**src/rtl/seq_divider_core.sv**
```systemverilog
// Iterative unsigned restoring divider: 2N-bit dividend / N-bit divisor -> N-bit quotient and remainder.
// One quotient bit per clock. Divide-by-zero and quotient overflow finish immediately with saturated outputs.
module seq_divider_core #(
    parameter int N = 8
) (
    input  logic           clk,
    input  logic           rst,
    input  logic           in_valid,
    output logic           in_ready,
    input  logic [2*N-1:0] A,
    input  logic [N-1:0]   B,
    output logic           out_valid,
    input  logic           out_ready,
    output logic [N-1:0]   Q,
    output logic [N-1:0]   R,
    output logic           ovf,
    output logic           dbz
);
    localparam int CW = $clog2(N + 1);

    typedef enum logic [1:0] {S_IDLE, S_CALC, S_DONE} state_t;

    state_t        r_state, w_state_next;
    logic [N-1:0]  r_rem, w_rem_next;
    logic [N-1:0]  r_quo, w_quo_next;
    logic [N-1:0]  r_div, w_div_next;
    logic [CW-1:0] r_cnt, w_cnt_next;
    logic [N-1:0]  r_q, w_q_next;
    logic [N-1:0]  r_r, w_r_next;
    logic          r_ovf, w_ovf_next;
    logic          r_dbz, w_dbz_next;

    // The remainder is always below the divisor, so its (N+1)th bit is only
    // ever non-zero transiently in the shifted value and is not stored.
    logic [N:0]    w_shift;
    logic          w_ge;
    logic [N-1:0]  w_trial;
    logic [N-1:0]  w_quo_shift;
    logic          w_last;

    assign w_shift     = {r_rem, r_quo[N-1]};
    assign w_ge        = (w_shift >= {1'b0, r_div});
    assign w_trial     = w_shift[N-1:0] - r_div;
    assign w_quo_shift = {r_quo[N-2:0], w_ge};
    assign w_last      = (r_cnt == CW'(N - 1));

    always_ff @(posedge clk or posedge rst) begin
        if (rst) begin
            r_state <= S_IDLE;
            r_rem   <= '0;
            r_quo   <= '0;
            r_div   <= '0;
            r_cnt   <= '0;
            r_q     <= '0;
            r_r     <= '0;
            r_ovf   <= 1'b0;
            r_dbz   <= 1'b0;
        end else begin
            r_state <= w_state_next;
            r_rem   <= w_rem_next;
            r_quo   <= w_quo_next;
            r_div   <= w_div_next;
            r_cnt   <= w_cnt_next;
            r_q     <= w_q_next;
            r_r     <= w_r_next;
            r_ovf   <= w_ovf_next;
            r_dbz   <= w_dbz_next;
        end
    end

    always_comb begin
        w_state_next = r_state;
        w_rem_next   = r_rem;
        w_quo_next   = r_quo;
        w_div_next   = r_div;
        w_cnt_next   = r_cnt;
        w_q_next     = r_q;
        w_r_next     = r_r;
        w_ovf_next   = r_ovf;
        w_dbz_next   = r_dbz;
        unique case (r_state)
            S_IDLE: begin
                if (in_valid) begin
                    w_div_next = B;
                    w_cnt_next = '0;
                    if (B == '0) begin
                        w_state_next = S_DONE;
                        w_dbz_next   = 1'b1;
                        w_ovf_next   = 1'b0;
                        w_q_next     = '1;
                        w_r_next     = '0;
                    end else if (A[2*N-1:N] >= B) begin
                        w_state_next = S_DONE;
                        w_ovf_next   = 1'b1;
                        w_dbz_next   = 1'b0;
                        w_q_next     = '1;
                        w_r_next     = '0;
                    end else begin
                        w_state_next = S_CALC;
                        w_rem_next   = A[2*N-1:N];
                        w_quo_next   = A[N-1:0];
                        w_ovf_next   = 1'b0;
                        w_dbz_next   = 1'b0;
                    end
                end
            end
            S_CALC: begin
                w_rem_next = w_ge ? w_trial : w_shift[N-1:0];
                w_quo_next = w_quo_shift;
                w_cnt_next = r_cnt + CW'(1);
                if (w_last) begin
                    w_state_next = S_DONE;
                    w_cnt_next   = '0;
                    w_q_next     = w_quo_shift;
                    w_r_next     = w_ge ? w_trial : w_shift[N-1:0];
                end
            end
            S_DONE: begin
                if (out_ready) begin
                    w_state_next = S_IDLE;
                end
            end
            default: begin
                w_state_next = S_IDLE;
            end
        endcase
    end

    assign in_ready  = (r_state == S_IDLE);
    assign out_valid = (r_state == S_DONE);
    assign Q         = r_q;
    assign R         = r_r;
    assign ovf       = r_ovf;
    assign dbz       = r_dbz;
endmodule

```
**config.mk**
```make
export PLATFORM = sky130hd
export DESIGN_NAME = seq_divider_core
export DESIGN_NICKNAME = d
export VERILOG_FILES = /design/src/rtl/seq_divider_core.sv
export SDC_FILE = /design/constraint.sdc
export NUM_CORES = 1
export LEC_CHECK = 0
export CORE_MARGIN = 10
export CORE_UTILIZATION = 50
export CTS_BUF_LIST = sky130_fd_sc_hd__clkbuf_16
export CTS_CLUSTER_SIZE = 16
export DETAILED_ROUTE_END_ITERATION = 10
export PLACE_DENSITY = 0.87
export SYNTH_ARGS = -nofsm -noshare
export SYNTH_HDL_FRONTEND = slang
export SYNTH_SLANG_ARGS = --single-unit
```
**constraint.sdc**
```tcl
create_clock -name clk -period 2.93 [get_ports clk]
set_input_delay 0.586 -clock clk [delete_from_list [all_inputs] [get_ports clk]]
set_output_delay 0.586 -clock clk [all_outputs]
set_load 0.02 [all_outputs]
```
* Word level (Yosys, flattened, before mapping) *
Index checks and enable logic that the tools add are counted.

storage, ports and cells
  bits in registers = 48

operators by class
  $add $sub $neg = 2
  order comparisons = 2
  muxes and demuxes = 31
  equal/unequal tests = 9
  reductions and logical operators = 8

operators with widths
  operator                                                                  count
  8-bit two-way mux                                                         15
  8-bit one-hot mux with 2 select lines                                     4
  2-bit two-way mux                                                         5
  9-bit by 8-bit >= comparator with 1-bit output                            1
  8-bit >= comparator                                                       1
  8-bit logical NOT                                                         1
  4-bit two-way mux                                                         2
  2-bit inequality test (second input constant)                             4
  4-bit one-hot mux with 2 select lines                                     1
  4-bit AND reduction                                                       2
  8-bit subtractor                                                          1
  2-bit one-hot mux with 3 select lines                                     1
  4-bit by 1-bit adder with 4-bit output (second input constant)            1
  4-bit by 3-bit equality test with 1-bit output (second input constant)    1
  2-bit AND reduction                                                       2
  1-bit two-way mux                                                         3
  3-bit by 1-bit inequality test with 1-bit output (second input constant)  1
  3-bit AND reduction                                                       1
  2-bit by 1-bit equality test with 1-bit output (second input constant)    1
  2-bit equality test (second input constant)                               1
  2-bit logical NOT                                                         1
  2-bit by 1-bit inequality test with 1-bit output (second input constant)  1
  2-bit nonzero test                                                        1

* Longest topological paths before layout *
  word-level depth = 5
  depth in mapped cells = 9
  gate-level depth less buffers = 9

* Worst setup path before layout *
Ideal clock, no wire load.

  path type = input to register
  start = input port B[2]
  end = register r_rem[0]
  stages = 9
  required time = 2.789 ns
  buffers on the path = 2
  path slack = 0.708 ns
  arrival time = 2.080 ns
  cells stage by stage = inv_1 -> ha_1 -> a211oi_1 -> o21ai_0 -> a211oi_1 -> buf_4 -> buf_4 -> mux2i_1 -> mux2i_1

on the way
  cells in the longest elaborated chain, start to end = 3
  elaborated cells on any way between the ends = 5

ends and longest elaborated chain
  item                                                             line    RTL
  start: declaration                                               11      input logic [N-1:0] B,
  8-bit >= comparator / 8-bit logical NOT (equally long branches)  92, 86
  2-bit inequality test (no source line)                           n/a
  4-bit AND reduction (no source line) *                           n/a
  end signal: assignment                                           60      r_rem <= w_rem_next;
  end: declaration                                                 24      logic [N-1:0] r_rem, w_rem_next;

Every way passes the cells marked *; elsewhere a longest branch is shown, timed or not.
A chain may end at the register's enable or synchronous reset.

* Worst setup path in the final report *
  start = input port B[1]
  end = register r_q[1], in the netlist Q[1]

on the way
  cells in the longest elaborated chain, start to end = 4
  elaborated cells on any way between the ends = 7

ends and longest elaborated chain
  item                                                                         line  RTL
  parallel branches: the longest is 4 deep, another holds 8-bit >= comparator  n/a
  end signal: assignment                                                       64    r_q <= w_q_next;
  end: declaration                                                             28    logic [N-1:0] r_q, w_q_next;

Parallel ways; which one is timed is not known. The select of a mux whose other input is x is not followed.

==> results.cfg <==
[status]
status = completed

[timing]
tightest_slew_ns = 0.592
setup_viol = 0
whs_ns = 0.499
min_period_ns = 2.68
fmax_mhz = 374
timing.final.hold_violations = 0
skew_ns = 0.00684
finalSetupTns_ns = 0
rsz0062_at_grt = no
slew_headroom_pct = 60.3
drv_slew = 0
fin_crit_sh_pct = 91.4

[critical_path]
endpoint_kind = register
cp.arrival_ns = 2.89
path_max_fanout = 10
required_ns = 3.14
startpoint_type = input pin
crit_type = in2reg
rr_worst_depth = 9
rrSetupSlack_ns = 0.61

[placed_design]
place_inst = 409
hpwlAfterDp_mm = 5.53
place_area_sq_mm = 0.00342
portBuffers = 47
place_congestion = 0.861

[yosys]
ys_seq_area_share_pct = 42.8
synth_area_sq_mm = 0.00281
syn_avg_cell_area_sq_um = 9.71
synth_cell_types = 43
synth_top_area_share_pct = 42.8
ys_warn_count = 0
yosys_register_bits = 48
synth_edf_count = 0
ys_async_sr_fraction_pct = 100
yosysTopAreaCell = dfrtp_1
ys_top_cells_by_count = 48 x dfrtp_1, 31 x inv_1, 28 x mux2i_1, 26 x nand2_1, 19 x o21ai_0
yosysMostFrequentCell = dfrtp_1
syn-instance-count = 289
ys.flop_type = dfrtp_1
synth_area_leaders = dfrtp_1 43%, mux2i_1 10%, ha_1 7.6%
synth_nets = 335

[die]
die-area_sq_mm = 0.00901
die_y_um = 94.9
start_util_pct = 51.3
core_area_sq_mm = 0.00547
io_pins = 48
placementRows = 27
die_x_um = 94.9

[grt]
grt-ovfl-total = 0
grt_use_total_pct = 16.3
grt_pass1_vias = 2450
grt_max_degree = 23
grt_pass1_wl_mm = 11.8
antenna_found_initial = 0

[detailed_routing]
ant_nets = 0
firstDrtPassIters = 4
route.detailed.drc = 0
avgViaCountPerCell = 5.63
drtIter0Drc = 127
via_count = 2346
wl_mm = 7.09
routedWlPerCell_um = 17.0

[min_path]
holdPathStages = 2
hold_path_class = reg2reg

[clocking]
cts_tree = done
htree_levels = 2
cts_resized = 0
postCtsSetupBuffers = 0
clockBufferDepth = 2
clock_sinks = 48
hold_buffers = 0
clk_pin_slew_ns = 0.07
cts-root-buf = clkbuf_16
cts_buffers = 5
clk-insertion-delay-late_ns = 0.29

[cells_and_area]
antenna_cells = 0
drive_above_1_share_pct = 9.28
synthToLayoutAreaGrowth_pct = 27.2
layout.cells.non_filler = 417
fin_nets = 390
final_cell_area_sq_mm = 0.00357

[pwr]
irDropWorstVdd_uv = 486
leakage_nw = 1.54
power_density_mw_per_mm2 = 1140

[flow_run]
cap_violations = 0
-- where the power goes --
part / switching, mW / leakage (nW) / internal (mW)
registers: 0.188 / 0.556 / 0.959
clock network: 0.243 / 0.0635 / 0.313
logic: 1.32 / 0.923 / 1.06
-- metal layers --
metal,up-vias,wire (um),global-route usage [%]
li1,1118,-,-
met1,1134,3190,20.3
met2,84,3310,26.9
met3,10,492,4.36
met4,0,95,4.86
met5,-,0,0
-- state kept, by name, summed over array words and instances, names as in the netlist --
signal / count
Q: 8
ovf: 1
dbz: 1
r_quo: 8
r_state: 2
r_div: 8
R: 8
r_cnt: 4
r_rem: 8
-- worst max-delay path, stage by stage --
cell             delay (ns)
clkdlybuf4s50_1        0.49
inv_1                  0.06
ha_1                   0.27
nand2_1                0.04
o21ai_0                0.41
a21oi_1                0.22
a31oi_4                0.35
buf_4                  0.25
mux2i_1                0.20
-- kinds of logic after synthesis --
kind of cell,share of synthesized area (%)
buffers and inverters,6.20
multiplexers,13.2
AND/OR/NAND/NOR,13.8
XOR/XNOR,1.25
AO/OA/AOI/OAI,14.4
adder cells (fa/ha/maj),8.29
flip-flops,42.8
-- through the flow --
stage	power, mW	utilization (%)	setup WS (ns)
2_1_floorplan	2.78	-	0.708
3_3_place_gp	3.38	62.6	0.0416
4_1_cts	4.09	65.2	0.250
6_report	4.08	65.2	0.253
5_1_grt	4.41	65.2	0.114
3_5_place_dp	3.51	62.6	-0.0646
-- placed cells by master, fill, tap and decap left out, types with 3 or more instances in the layout --
cell type        count
mux2i_1             28
inv_1               30
clkbuf_16            5
nand2_1             26
dfrtp_1             48
a21o_1               3
nor2_1              15
o22ai_1              6
buf_4               11
nor2b_1              6
o21ai_0             19
ha_1                17
a211oi_1             4
clkdlybuf4s50_1     47
xor2_1               4
a21oi_1             10
nand2b_1            10
a21boi_0             6
nor3_1               4
nand3_1              6
mux2_2               7
-- worst paths after layout --
kind / from / to
worst max-delay path: B[1] / Q[1]
worst min-delay path: r_div[0] / r_div[0]
worst max register to register: r_quo[7] / R[6]
worst min register to register: r_div[0] / r_div[0]
max in group asynchronous: rst / r_div[7]
min in group asynchronous: rst / r_quo[2]
-- cell type report --
class,count,area (sq um)
Timing Repair Buffer,59,573
Fill cell,434,1900
Inverter,31,116
Multi-Input combinational cell,199,1440
Clock buffer,5,125
Sequential cell,48,1200
Clock inverter,3,18.8
Tap cell,72,90.1
No activity file was read; power rests on OpenSTA's default activity.
